**src/rtl/sync_fifo_param_pkg.sv**
```systemverilog
// Shared definitions for the parametrised single-clock FIFO family.
// Holds the width helpers used to size pointers and the fill counter,
// plus the per-cycle operation encoding used by the count update.
package sync_fifo_param_pkg;

    // Ceiling log2, usable in constant expressions for localparams.
    function automatic int clog2(input int value);
        int result;
        int remaining;
        result    = 0;
        remaining = value - 1;
        while (remaining > 0) begin
            result    = result + 1;
            remaining = remaining >> 1;
        end
        return result;
    endfunction

    // Pointer width: one address bit per entry index plus an extra MSB
    // that toggles on every wrap so full and empty can be told apart.
    function automatic int ptr_width(input int depth);
        return clog2(depth) + 1;
    endfunction

    // What the FIFO actually does on a given edge once full/empty gating
    // and flush have been applied.
    typedef enum logic [1:0] {
        OP_IDLE  = 2'b00,
        OP_WRITE = 2'b01,
        OP_READ  = 2'b10,
        OP_BOTH  = 2'b11
    } fifo_op_e;

endpackage

```
**src/rtl/sync_fifo_param_ram.sv**
```systemverilog
// Storage array for the FIFO: one synchronous write port and one
// asynchronous read port. Contents are deliberately not reset.
module sync_fifo_param_ram #(
    parameter int DATA_WIDTH = 8,
    parameter int ADDR_W     = 4
) (
    input  logic                  clk,
    input  logic                  wr_en,
    input  logic [ADDR_W-1:0]     wr_addr,
    input  logic [DATA_WIDTH-1:0] wr_data,
    input  logic [ADDR_W-1:0]     rd_addr,
    output logic [DATA_WIDTH-1:0] rd_data
);

    localparam int ENTRIES = 1 << ADDR_W;

    logic [DATA_WIDTH-1:0] mem [ENTRIES];

    // Write port: store the incoming word at the write address on an accepted push.
    always_ff @(posedge clk) begin
        if (wr_en) begin
            mem[wr_addr] <= wr_data;
        end
    end

    assign rd_data = mem[rd_addr];

endmodule

```
**src/rtl/sync_fifo_param.sv**
```systemverilog
// Parametrised single-clock FIFO with fill count, programmable
// almost-full/almost-empty thresholds, sticky overflow/underflow,
// synchronous flush and optional first-word-fall-through read mode.
module sync_fifo_param
    import sync_fifo_param_pkg::*;
#(
    parameter int DATA_WIDTH = 8,
    parameter int DEPTH      = 16,
    parameter int AF_THRESH  = 14,
    parameter int AE_THRESH  = 2,
    parameter int FWFT       = 0
) (
    input  logic                     clk,
    input  logic                     rst_n,
    input  logic                     write_en,
    input  logic                     read_en,
    input  logic                     flush,
    input  logic [DATA_WIDTH-1:0]    data_in,
    output logic [DATA_WIDTH-1:0]    data_out,
    output logic                     full,
    output logic                     empty,
    output logic                     almost_full,
    output logic                     almost_empty,
    output logic [$clog2(DEPTH):0]   count,
    output logic                     overflow,
    output logic                     underflow
);

    localparam int ADDR_W = clog2(DEPTH);
    localparam int PTR_W  = ptr_width(DEPTH);
    localparam int CNT_W  = ADDR_W + 1;

    logic [PTR_W-1:0]      wr_ptr;
    logic [PTR_W-1:0]      rd_ptr;
    logic [DATA_WIDTH-1:0] ram_rd_data;
    logic [DATA_WIDTH-1:0] data_q;
    logic                  wr_ok;
    logic                  rd_ok;
    fifo_op_e              op;

    // Status flags come only from registered pointers and count, so no
    // input ever reaches an output combinationally.
    assign empty        = (wr_ptr == rd_ptr);
    assign full         = (wr_ptr[ADDR_W-1:0] == rd_ptr[ADDR_W-1:0]) &&
                          (wr_ptr[ADDR_W] != rd_ptr[ADDR_W]);
    assign almost_full  = (count >= CNT_W'(AF_THRESH));
    assign almost_empty = (count <= CNT_W'(AE_THRESH));

    // A push or pop only happens when the FIFO state at the start of the
    // cycle allows it and no flush is pending.
    assign wr_ok = write_en && !full  && !flush;
    assign rd_ok = read_en  && !empty && !flush;

    // Classify the edge so the counter update reads as a single case.
    always_comb begin
        op = OP_IDLE;
        if (wr_ok && rd_ok) begin
            op = OP_BOTH;
        end else if (wr_ok) begin
            op = OP_WRITE;
        end else if (rd_ok) begin
            op = OP_READ;
        end
    end

    sync_fifo_param_ram #(
        .DATA_WIDTH (DATA_WIDTH),
        .ADDR_W     (ADDR_W)
    ) u_ram (
        .clk     (clk),
        .wr_en   (wr_ok),
        .wr_addr (wr_ptr[ADDR_W-1:0]),
        .wr_data (data_in),
        .rd_addr (rd_ptr[ADDR_W-1:0]),
        .rd_data (ram_rd_data)
    );

    // Pointers, fill count and sticky error flags; flush wins over any
    // push or pop in the same cycle and also clears the error history.
    always_ff @(posedge clk or negedge rst_n) begin
        if (!rst_n) begin
            wr_ptr    <= '0;
            rd_ptr    <= '0;
            count     <= '0;
            overflow  <= 1'b0;
            underflow <= 1'b0;
        end else if (flush) begin
            wr_ptr    <= '0;
            rd_ptr    <= '0;
            count     <= '0;
            overflow  <= 1'b0;
            underflow <= 1'b0;
        end else begin
            if (wr_ok) begin
                wr_ptr <= wr_ptr + PTR_W'(1);
            end
            if (rd_ok) begin
                rd_ptr <= rd_ptr + PTR_W'(1);
            end
            case (op)
                OP_WRITE: count <= count + CNT_W'(1);
                OP_READ:  count <= count - CNT_W'(1);
                default:  count <= count;
            endcase
            if (write_en && full) begin
                overflow <= 1'b1;
            end
            if (read_en && empty) begin
                underflow <= 1'b1;
            end
        end
    end

    // Output register: captures the head word on every accepted pop. In the
    // standard mode this is the read data; in fall-through mode it keeps the
    // last popped word visible once the FIFO drains.
    always_ff @(posedge clk or negedge rst_n) begin
        if (!rst_n) begin
            data_q <= '0;
        end else if (rd_ok) begin
            data_q <= ram_rd_data;
        end
    end

    generate
        if (FWFT != 0) begin : g_fwft
            assign data_out = empty ? data_q : ram_rd_data;
        end else begin : g_std
            assign data_out = data_q;
        end
    endgenerate

endmodule
```
**config.mk**
```make
export PLATFORM = sky130hd
export DESIGN_NAME = sync_fifo_param
export DESIGN_NICKNAME = d
export VERILOG_FILES = /design/src/rtl/sync_fifo_param_pkg.sv /design/src/rtl/sync_fifo_param_ram.sv /design/src/rtl/sync_fifo_param.sv
export SDC_FILE = /design/constraint.sdc
export NUM_CORES = 1
export LEC_CHECK = 0
export ABC_AREA = 1
export ABC_CLOCK_PERIOD_IN_PS = 2170
export BUFFER_PORTS_ARGS = -buffer_cell sky130_fd_sc_hd__buf_2
export CAP_MARGIN = 20
export CORE_ASPECT_RATIO = 1.4
export CORE_MARGIN = 3
export CORE_UTILIZATION = 55
export DETAILED_ROUTE_END_ITERATION = 7
export PLACE_DENSITY = 0.85
export SLEW_MARGIN = 20
export SYNTH_ARGS = -nofsm -noshare
export SYNTH_HDL_FRONTEND = slang
export SYNTH_SLANG_ARGS = --single-unit
```
**constraint.sdc**
```tcl
create_clock -name clk -period 2.17 [get_ports clk]
set_input_delay 0.434 -clock clk [delete_from_list [all_inputs] [get_ports clk]]
set_output_delay 0.434 -clock clk [all_outputs]
set_load 0.005 [all_outputs]
```
; Yosys cells after proc, flatten, opt, wreduce, memory -nomap -nowiden
; Memories as Yosys holds them, arrays and structs flattened. A register that Yosys moved wholly into a read port is not among the register bits.
; Cells that the tools add are included.
[totals]
register_bits = 17
latch_bits = 0
ramBits = 128
romBits = 0
in_bits = 13
output_inout_bits = 19
elab_cells = 49
mem_count = 1
[op_classes]
n_addsub = 4
mul = 0
div_mod_pow = 0
order_cmp = 2
n_eq_ne = 5
shift = 0
n_mux = 15
n_bitwise = 0
n_reduce_logical = 17
[mem_list]
columns = memory, words, word_bits, read_ports, rd_ports_with_merged_regs, wr, line_no
row1 = u_ram.mem, 16, 8, 1, 1, 1, sync_fifo_param_ram.sv:17  ; logic [DATA_WIDTH-1:0] mem [ENTRIES];
[ops]
columns = op, n
row1 = $mux W5, 5
row2 = $add A5 B1 Y5 const B, 3
row3 = $pmux W5 S2, 1
row4 = $logic_and A1 B1 Y1, 8
row5 = $reduce_bool A2 Y1, 4
row6 = $mux W1, 6
row7 = $mux W2, 3
row8 = $eq A5 B5 Y1, 1
row9 = $ge A5 B4 Y1 const B, 1
row10 = $le A5 B2 Y1 const B, 1
row11 = $sub A5 B1 Y5 const B, 1
row12 = $eq A4 B4 Y1, 1
row13 = $logic_not A1 Y1, 4
row14 = $reduce_bool A3 Y1, 1
row15 = $eq A2 B1 Y1 const B, 1
row16 = $eq A2 B2 Y1 const B, 1
row17 = $ne A1 B1 Y1, 1

; Logic depth before layout (Yosys ltp)
; Gate-level depths: netlist of the first run.
[depth]
word_depth = 10
mapped_depth = 18

; By module
; A second synthesis of the first run with hierarchy kept.
[hier_totals]
hier_cells = 709
area_unflattened_um2 = 7053.0
[by_module_without_submodules]
columns = mod, n_inst, cells_each, area_each_um2, seq_area_each_um2
row1 = sync_fifo_param_ram, 1, 543, 5606.6, 3843.7
row2 = sync_fifo_param, 1, 166, 1446.4, 625.6

; Worst setup path after synthesis of the first run
; Ideal clock, no wire load.
[synth_path]
path_kind = flip-flop to flip-flop
from = register rd_ptr[0]
to = register count[4]
setup_ps = 116
arrival_time_ps = 2191
t_required_ps = 2054
path_slack_ps = -137
stages_incl_launch_ff = 18
cell_sequence = dfrtp_1 buf_4 inv_2 nand2_1 nand2_1 nor2_4 nand3_4 nand2_2 nor2_2 nand2_4 fa_1 o21ai_0 xor2_1 inv_1 nand2_1 nand2_1 nand2_1 nand2_1
[synth_via]
elab_chain_len = 10
[synth_lines]
columns = element, line_no
row1 = from (decl), sync_fifo_param.sv:34  ; logic [PTR_W-1:0] rd_ptr;
row2 = from (signal assigned), sync_fifo_param.sv:98  ; rd_ptr <= rd_ptr + PTR_W'(1);
row3 = $eq A5 B5 Y1 or $eq A4 B4 Y1 (tied branches), "sync_fifo_param.sv:43, sync_fifo_param.sv:44"
row4 = $logic_not A1 Y1 or $logic_and A1 B1 Y1 (tied branches), "sync_fifo_param.sv:52, sync_fifo_param.sv:44"
row5 = $logic_and A1 B1 Y1 or $logic_not A1 Y1 (tied branches), "sync_fifo_param.sv:52, sync_fifo_param.sv:51"
row6 = $logic_and A1 B1 Y1 (on tied branches), "sync_fifo_param.sv:52, sync_fifo_param.sv:51"
row7 = $mux W2 or $logic_and A1 B1 Y1 (tied branches), "sync_fifo_param.sv:61, sync_fifo_param.sv:51"
row8 = $mux W2 or $logic_and A1 B1 Y1 (tied branches), "sync_fifo_param.sv:59, sync_fifo_param.sv:57"
row9 = $mux W2 (*), sync_fifo_param.sv:57  ; if (wr_ok && rd_ok) begin
row10 = $eq A2 B2 Y1 or $eq A2 B1 Y1 (tied branches), sync_fifo_param.sv:100  ; case (op)
row11 = $pmux W5 S2, sync_fifo_param.sv:100
row12 = $mux W5, sync_fifo_param.sv:87  ; end else if (flush) begin
row13 = to (signal assigned), sync_fifo_param.sv:101  ; OP_WRITE: count <= count + CNT_W'(1);
row14 = to (signal assigned), sync_fifo_param.sv:102  ; OP_READ: count <= count - CNT_W'(1);
row15 = to (signal assigned), sync_fifo_param.sv:103  ; default: count <= count;
row16 = to (decl), sync_fifo_param.sv:24  ; output logic [$clog2(DEPTH):0] count,
; Mark *: on every way between the ends. The rest lies on a longest branch, timed or not.
; A chain may end at the register's enable or synchronous reset.

; Worst setup path in the final report of the first run
[layout_path]
from = register wr_ptr[0]
to = register count[4]
[layout_via]
elab_chain_len = 10
[layout_lines]
columns = element, line_no
row1 = from (decl), sync_fifo_param.sv:33  ; logic [PTR_W-1:0] wr_ptr;
row2 = from (signal assigned), sync_fifo_param.sv:95  ; wr_ptr <= wr_ptr + PTR_W'(1);
row3 = $eq A5 B5 Y1 or $eq A4 B4 Y1 (tied branches), "sync_fifo_param.sv:43, sync_fifo_param.sv:44"
row4 = $logic_not A1 Y1 or $logic_and A1 B1 Y1 (tied branches), "sync_fifo_param.sv:52, sync_fifo_param.sv:44"
row5 = $logic_and A1 B1 Y1 or $logic_not A1 Y1 (tied branches), "sync_fifo_param.sv:52, sync_fifo_param.sv:51"
row6 = $logic_and A1 B1 Y1 (on tied branches), "sync_fifo_param.sv:52, sync_fifo_param.sv:51"
row7 = $mux W2 or $logic_and A1 B1 Y1 (tied branches), "sync_fifo_param.sv:61, sync_fifo_param.sv:51"
row8 = $mux W2 or $logic_and A1 B1 Y1 (tied branches), "sync_fifo_param.sv:59, sync_fifo_param.sv:57"
row9 = $mux W2 (*), sync_fifo_param.sv:57
row10 = $eq A2 B2 Y1 or $eq A2 B1 Y1 (tied branches), sync_fifo_param.sv:100
row11 = $pmux W5 S2, sync_fifo_param.sv:100
row12 = $mux W5, sync_fifo_param.sv:87
; Marked as above.

==> run_results.csv, run 1 <==
group,metric,value,unit
run_status,run_status,"complete, but fails checks",
run_status,violations,"setup timing",
logic_synthesis,synth_flop_cell,"edfxtp_1",
cells_and_area,nNetsFinal,649,
die,dieArea,0.0131,mm²
grt,grt_max_degree,68,
placement,place_ws,-0.0815,ns
clock_network,cts_made_buffers,17,
sta,max_freq,461,MHz
logic_synthesis,synth_mux_area_frac,0,
power,clkPwrFrac,0.394,
power,seqPwrFrac,0.457,
sta,min_period_over_period,1.00,
sta,relSlewSlack,0.595,
die,rows,46,
worst_setup_path,path_class,"register to register",
logic_synthesis,async_flop_share,0.163,
power,finalPower,7.45,mW
sta,report.final.slew_viol_count,0,
clock_network,insertion_delay,0.42,ns
worst_hold_path,min_path_type,"primary input to async pin",
worst_setup_path,cp.arrival,2.48,ns
grt,grtUsageTotal,0.265,
worst_setup_path,r2r_end,"count[4]$_DFFE_PN0P_",
sta,clock-skew-final,0.0102,ns
logic_synthesis,yosysSeqAreaShare,0.695,
placement,portBuffers,31,
clock_network,cts.clk_slew.worst_paths,0.06,ns
die,io_pins,32,
power,p_int,5.52,mW
clock_network,root_buffer,"clkbuf_16",
logic_synthesis,synth_area_per_cell,11.8,µm²
cells_and_area,synthToLayoutAreaGrowth,21.0,%
sta,tightestPinTransition,0.606,ns
routing,drt-total-wl,16900,µm
sta,min_period,2.17,ns
power,sw_frac_of_total,0.259,
power,p_comb_frac,0.149,
power,p_leak,2.96,nW
power,p_sw,1.93,mW
worst_setup_path,rrSetupSlack,-0.001,ns
logic_synthesis,ys_warn_count,0,
logic_synthesis,yosys.cell_types.count,32,
routing,vias_per_cell,6.20,
clock_network,tritoncts,"built",
worst_setup_path,reg2reg_from,"wr_ptr[0]$_DFFE_PN0P_",
worst_setup_path,cp-start-kind,"register",
logic_synthesis,synthSimpleGateAreaFrac,0.142,
logic_synthesis,synth_edf_count,128,
die,die_h,134,µm
logic_synthesis,synth-xor-area-share,0.00544,
logic_synthesis,synthesis.area,0.00643,mm²
routing,vias,4862,
sta,layout_setup_ws,-0.00143,ns
placement,place_hpwl,9910,µm
routing,drtIter0Drc,636,
clock_network,cts_sinks,153,
logic_synthesis,synthAdderAreaFrac,0.0187,
sta,rsz0062_at_grt,"true",
sta,setup_viol,1,
run,drv_cap,0,
placement,routabilityCongestion,0.932,
grt,grt_pass1_vias,4878,
sta,fin_hold_ws,0.0119,ns
sta,finalHoldViolCount,0,
clock_network,cts_buffer_depth,2,
cells_and_area,n_antenna_cell,0,
cells_and_area,drive_gt1_frac,0.261,
die,die_x,97.4,µm
routing,drc,0,
grt,grt_first_pass_wirelength,26200,µm
routing,wire_per_inst,21.6,µm
clock_network,h-tree-depth,4,
worst_setup_path,worstPathRequired,2.48,ns
grt,grt-ovfl-total,0,
grt,grt_antenna_before_repair,0,
worst_setup_path,critPathMaxFanout,4,
power,power.density,957,mW/mm²
logic_synthesis,ys_seq_elements,153,
die,initial_core_util,0.565,
logic_synthesis,synthCells,547,
power,ir_drop,0.000616,V
die,core_area,0.0114,mm²
logic_synthesis,synth_top_family_by_area,"simple AND/OR/NAND/NOR gates",
routing,ant_nets,0,
logic_synthesis,syn_nets,569,
routing,drtPass1Iterations,5,
worst_setup_path,end_kind,"register",
worst_setup_path,reg2regPathDepth,16,
logic_synthesis,synth_compound_area_frac,0.109,
## state kept, by name (all words and copies together), names as in the netlist
signal     cells
count          5
data_out       8
overflow       1
rd_ptr         5
u_ram.mem    128
underflow      1
wr_ptr         5
## cell usage in the layout (no fill, tap or decap), drive strengths merged, types with 12 or more instances in the layout
master,netlist,final
o221ai,12,12
nor2,96,96
nand2,91,91
nand3,22,22
inv,22,22
dfrtp,25,25
edfxtp,128,128
buf,10,86
clkbuf,15,20
o22ai,16,16
o21ai,79,79
## power groups by stage
stage | Sequential (mW) | Combinational, mW | Clock (mW)
after floorplan | 3.45 | 0.598 | 0
after global placement | 3.45 | 0.982 | 0
after detailed placement | 3.46 | 1.03 | 0
after CTS | 3.40 | 1.08 | 2.94
after global routing | 3.42 | 1.21 | 3.08
final | 3.40 | 1.11 | 2.93
## cells in the mapped netlist, types with 2 or more instances
cell type | count | share of area
o221ai_1 | 12 | 0.016
nand2_1 | 84 | 0.049
a21oi_1 | 8 | 0.0062
dfrtp_1 | 25 | 0.097
nand3_1 | 19 | 0.015
o22ai_1 | 16 | 0.016
xor2_1 | 3 | 0.0041
nor2_2 | 2 | 0.0019
o21ai_1 | 4 | 0.0031
o21ai_0 | 71 | 0.055
nor3_1 | 2 | 0.0016
nand2_2 | 5 | 0.0049
clkbuf_1 | 15 | 0.0087
nor2_4 | 2 | 0.0035
edfxtp_1 | 128 | 0.60
inv_2 | 8 | 0.0047
buf_2 | 9 | 0.0070
o21ai_2 | 4 | 0.0054
o211ai_1 | 4 | 0.0047
inv_1 | 14 | 0.0082
nand3_4 | 2 | 0.0054
ha_1 | 8 | 0.016
nand2_4 | 2 | 0.0035
nor2_1 | 92 | 0.054
## metal layers
layer  share of wire  routed length [µm]  up-vias  global-route usage
met5               0                   0        -                   0
met4           0.070                1180        0               0.176
met3           0.082                1390      104              0.0624
met2            0.52                8710      348               0.455
met1            0.33                5630     2300               0.293
li1                -                   -     2110                   -
## kinds of logic after synthesis
| logic type | after synthesis |
|---|---|
| DFF | 153 |
| xor gates and xnor gates | 4 |
| buffers and inverters | 47 |
| adders and majority gates | 9 |
| AOI/OAI and AO/OA | 121 |
| and+or+nand+nor | 213 |
## worst max path at each step
stage,end,startpoint,cells after the start,slack [ns]
floorplan,count[4]$_DFFE_PN0P_,rd_ptr[1]$_DFFE_PN0P_,16,0.003
finish,count[4]$_DFFE_PN0P_,wr_ptr[0]$_DFFE_PN0P_,16,-0.001
global placement,count[4]$_DFFE_PN0P_,wr_ptr[0]$_DFFE_PN0P_,17,0.05
CTS,count[3]$_DFFE_PN0P_,wr_ptr[0]$_DFFE_PN0P_,14,-0.02
detailed placement,count[4]$_DFFE_PN0P_,wr_ptr[0]$_DFFE_PN0P_,17,-0.08
global route,count[4]$_DFFE_PN0P_,rd_ptr[0]$_DFFE_PN0P_,17,-0.12
## final cells by class
type / instances / area [µm²]
well taps: 144 / 180
multi-input cells: 347 / 1890
fillers: 702 / 3610
clock inverters: 12 / 150
flip-flops and latches: 153 / 4470
inverters: 22 / 88.8
repair buffers: 86 / 572
clock buffers: 20 / 437
## what timing repair did
action	in CTS	in global routing
setup endpoints to repair	39	74
hold buffers	0	0
setup buffers	5	4
pin swaps	6	7
gates resized for setup	7	19
## through the flow
step	TNS, ns	area, µm²	std cells	util
3_3_place_gp	0	7040	743	0.617
3_5_place_dp	-0.531	7040	743	0.617
4_1_cts	-0.0159	7690	780	0.675
2_1_floorplan	0	6460	547	-
5_1_grt	-0.299	7780	784	0.683
6_report	-0.00143	7780	784	0.683
## critical path: stages, from the launching register on
cell	delay, ns
dfrtp_1	0.39
inv_1	0.10
nand2_1	0.10
nand2_2	0.10
nor2_4	0.05
nand3_4	0.10
nand2_2	0.09
nor2_4	0.13
nand2_4	0.06
fa_2	0.35
o21ai_2	0.14
xor2_1	0.19
inv_1	0.06
nand2_1	0.07
nand2_1	0.05
nand2_1	0.05
nand2_1	0.04
No activity file was read; power rests on OpenSTA's default activity.
==> inputs of run 2 (changes only) <==
--- a/config.mk
+++ b/config.mk
@@ -6,14 +6,14 @@
 export NUM_CORES = 1
 export LEC_CHECK = 0
 export ABC_AREA = 1
-export ABC_CLOCK_PERIOD_IN_PS = 2170
+export ABC_CLOCK_PERIOD_IN_PS = 2700
 export BUFFER_PORTS_ARGS = -buffer_cell sky130_fd_sc_hd__buf_2
 export CAP_MARGIN = 20
 export CORE_ASPECT_RATIO = 1.4
 export CORE_MARGIN = 3
-export CORE_UTILIZATION = 55
+export CORE_UTILIZATION = 65
 export DETAILED_ROUTE_END_ITERATION = 7
-export PLACE_DENSITY = 0.85
+export PLACE_DENSITY = 0.93
 export SLEW_MARGIN = 20
 export SYNTH_ARGS = -nofsm -noshare
 export SYNTH_HDL_FRONTEND = slang
==> constraint.sdc (replaced) <==
create_clock -name clk -period 2.7 [get_ports clk]
set_input_delay 0.54 -clock clk [delete_from_list [all_inputs] [get_ports clk]]
set_output_delay 0.54 -clock clk [all_outputs]
set_load 0.005 [all_outputs]
==> run 2 against run 1 <==
The flow now finishes without violations. Cell area decreased by 4.2%. Count of clock-buffer cells in the layout did not move. Via count rose by 5.5%. Register-to-register slack better by 0.11 ns. Clock power shrank 15%. Sequential share of layout area increased by 2.6 points. Sequential power decreased by 19%. Combinational power shrank 22%. Critical path depth up 1. Critical path type unchanged. Largest power group unchanged.
==> run_results.csv, run 2 (synthesis results as in run 1) <==
group,metric,value,unit
worst_setup_path,crit_family,"simple AND/OR/NAND/NOR gates",
clock_network,insertion_delay,0.43,ns
grt,grt-ovfl-total,0,
sta,rsz0062_at_grt,"false",
routing,drc,0,
routing,vias_per_cell,6.92,
clock_network,hold_buffers,0,
clock_network,cts_made_buffers,17,
cells_and_area,largest_register,"u_ram.mem",
worst_setup_path,path_common_cell,"nand2_1",
sta,tightestPinTransition,0.882,ns
worst_hold_path,min_path_type,"primary input to async pin",
sta,setup_viol,0,
worst_setup_path,critPathMaxFanout,4,
die,die_h,124,µm
worst_setup_path,crit_slowest_cell,"dfrtp_1",
sta,report.final.slew_viol_count,0,
clock_network,h-tree-depth,4,
clock_network,tritoncts,"built",
worst_setup_path,critPathMaxStageDelay,0.44,ns
cells_and_area,n_antenna_cell,0,
cells_and_area,synthToLayoutAreaGrowth,15.9,%
power,ir_drop,0.000508,V
worst_setup_path,worst-path-buf-inv,3,
clock_network,cts.clk_slew.worst_paths,0.06,ns
sta,relSlewSlack,0.410,
worst_setup_path,cp-start-kind,"register",
cells_and_area,nNetsFinal,618,
cells_and_area,largest_reg_flops,128,
clock_network,cts_buffer_depth,2,
cells_and_area,drive_gt1_frac,0.195,
worst_setup_path,end_kind,"register",
grt,grtUsageTotal,0.342,
die,dieArea,0.0111,mm²
worst_setup_path,cp.arrival,2.90,ns
die,core_area,0.00956,mm²
cells_and_area,mostFrequentLayoutCells,"128 x edfxtp_1, 92 x nor2_1, 84 x nand2_1",
die,die_x,90.1,µm
worst_setup_path,worstPathRequired,3.00,ns
die,initial_core_util,0.673,
routing,ant_nets,0,
placement,place_hpwl,9970,µm
placement,routabilityCongestion,0.894,
routing,drtIter0Drc,1029,
power,p_leak,2.82,nW
power,power.density,816,mW/mm²
grt,grt_first_pass_wirelength,28200,µm
placement,portBuffers,31,
die,io_pins,32,
worst_setup_path,path_cells,"inv_1 -> nand2_1 -> nand2_1 -> nor2_4 -> nand3_2 -> nand2_2 -> inv_2 -> nor2_4 -> ha_1 -> a21oi_1 -> o21ai_1 -> xor2_1 -> inv_1 -> nand2_1 -> nand2_1 -> nand2_1 -> nand2_1",
clock_network,cts_sinks,153,
clock_network,root_buffer,"clkbuf_16",
sta,min_period,2.60,ns
routing,wire_per_inst,24.9,µm
cells_and_area,fillerInstances,450,
sta,min_period_over_period,0.962,
power,finalPower,6.09,mW
cells_and_area,layout_commonest_cell,"edfxtp_1",
run_status,run_status,"completed",
sta,finalSetupTns,0,ns
run,drv_cap,0,
routing,vias,5130,
cells_and_area,seq_area,0.00448,mm²
sta,max_freq,385,MHz
cells_and_area,multiInputGateArea,0.00178,mm²
sta,finalHoldViolCount,0,
worst_setup_path,path_class,"register to register",
routing,drt-total-wl,18500,µm
grt,grt_max_degree,68,
die,rows,42,
routing,drtPass1Iterations,8,
grt,grt_pass1_vias,4909,
sta,clock-skew-final,0.0110,ns
grt,grt_antenna_before_repair,0,
==> run 2: changes by cell type in the layout (fill, tap and decap cells not counted), sizes merged <==
| cell | delta |
|---|---|
| buf | -31 |
| clkinv | -2 |
| clkinvlp | +1 |
| bufinv | +1 |
==> run 2: final timing paths <==
| check | startpoint | endpoint | slack, ns | cells past startpoint |
|---|---|---|---|---|
| max in group asynchronous | rst_n | rd_ptr[3]$_DFFE_PN0P_ | 2.17 | 1 |
| max reg2reg | rd_ptr[1]$_DFFE_PN0P_ | count[4]$_DFFE_PN0P_ | 0.10 | 17 |
| min reg2reg | data_out[2]$_DFFE_PN0P_ | data_out[2]$_DFFE_PN0P_ | 0.51 | 2 |
| max | rd_ptr[1]$_DFFE_PN0P_ | count[4]$_DFFE_PN0P_ | 0.10 | 17 |
| min in group clk | flush | underflow$_DFFE_PN0P_ | 0.37 | 2 |
| min | rst_n | data_out[5]$_DFFE_PN0P_ | 0.10 | 1 |
==> run 2: timing repair <==
item                                    CTS  global route
gates resized for setup                   0             8
endpoints found under the setup margin    0             1
buffers inserted                          0             0
==> run 2: area by class of cell <==
class | instances | area share
inverters | 22 | 0.0111
flip-flops and latches | 153 | 0.600
well taps | 132 | 0.0221
multi-input cells | 347 | 0.239
repair buffers | 55 | 0.0450
clock inverters | 12 | 0.0233
clock buffers | 20 | 0.0599
==> run 2: power breakdown <==
group	switching [mW]	total, mW	internal, mW
Combinational	0.593	0.866	0.274
Sequential	0.0865	2.75	2.66
Clock	0.910	2.48	1.56
Total	1.59	6.09	4.50
==> run 2: metal layers <==
metal,vias to the layer above,share of wire,global-route usage
met2,554,0.49,0.568
met5,-,0,0
met4,0,0.071,0.223
met1,2392,0.32,0.404
met3,140,0.13,0.0822
li1,2044,-,-
==> run 2: per-stage QoR <==
step	hold WS (ns)	worst slack [ns]	std cells	util	cell area [µm²]
6_report	0.101	0.104	741	0.780	7460
5_1_grt	0.136	0.00239	741	0.780	7460
4_1_cts	0.107	0.0501	741	0.779	7450
3_5_place_dp	0.466	0.261	709	0.714	6830
3_3_place_gp	0.467	0.382	709	0.714	6830
2_1_floorplan	0.244	0.393	547	-	6430
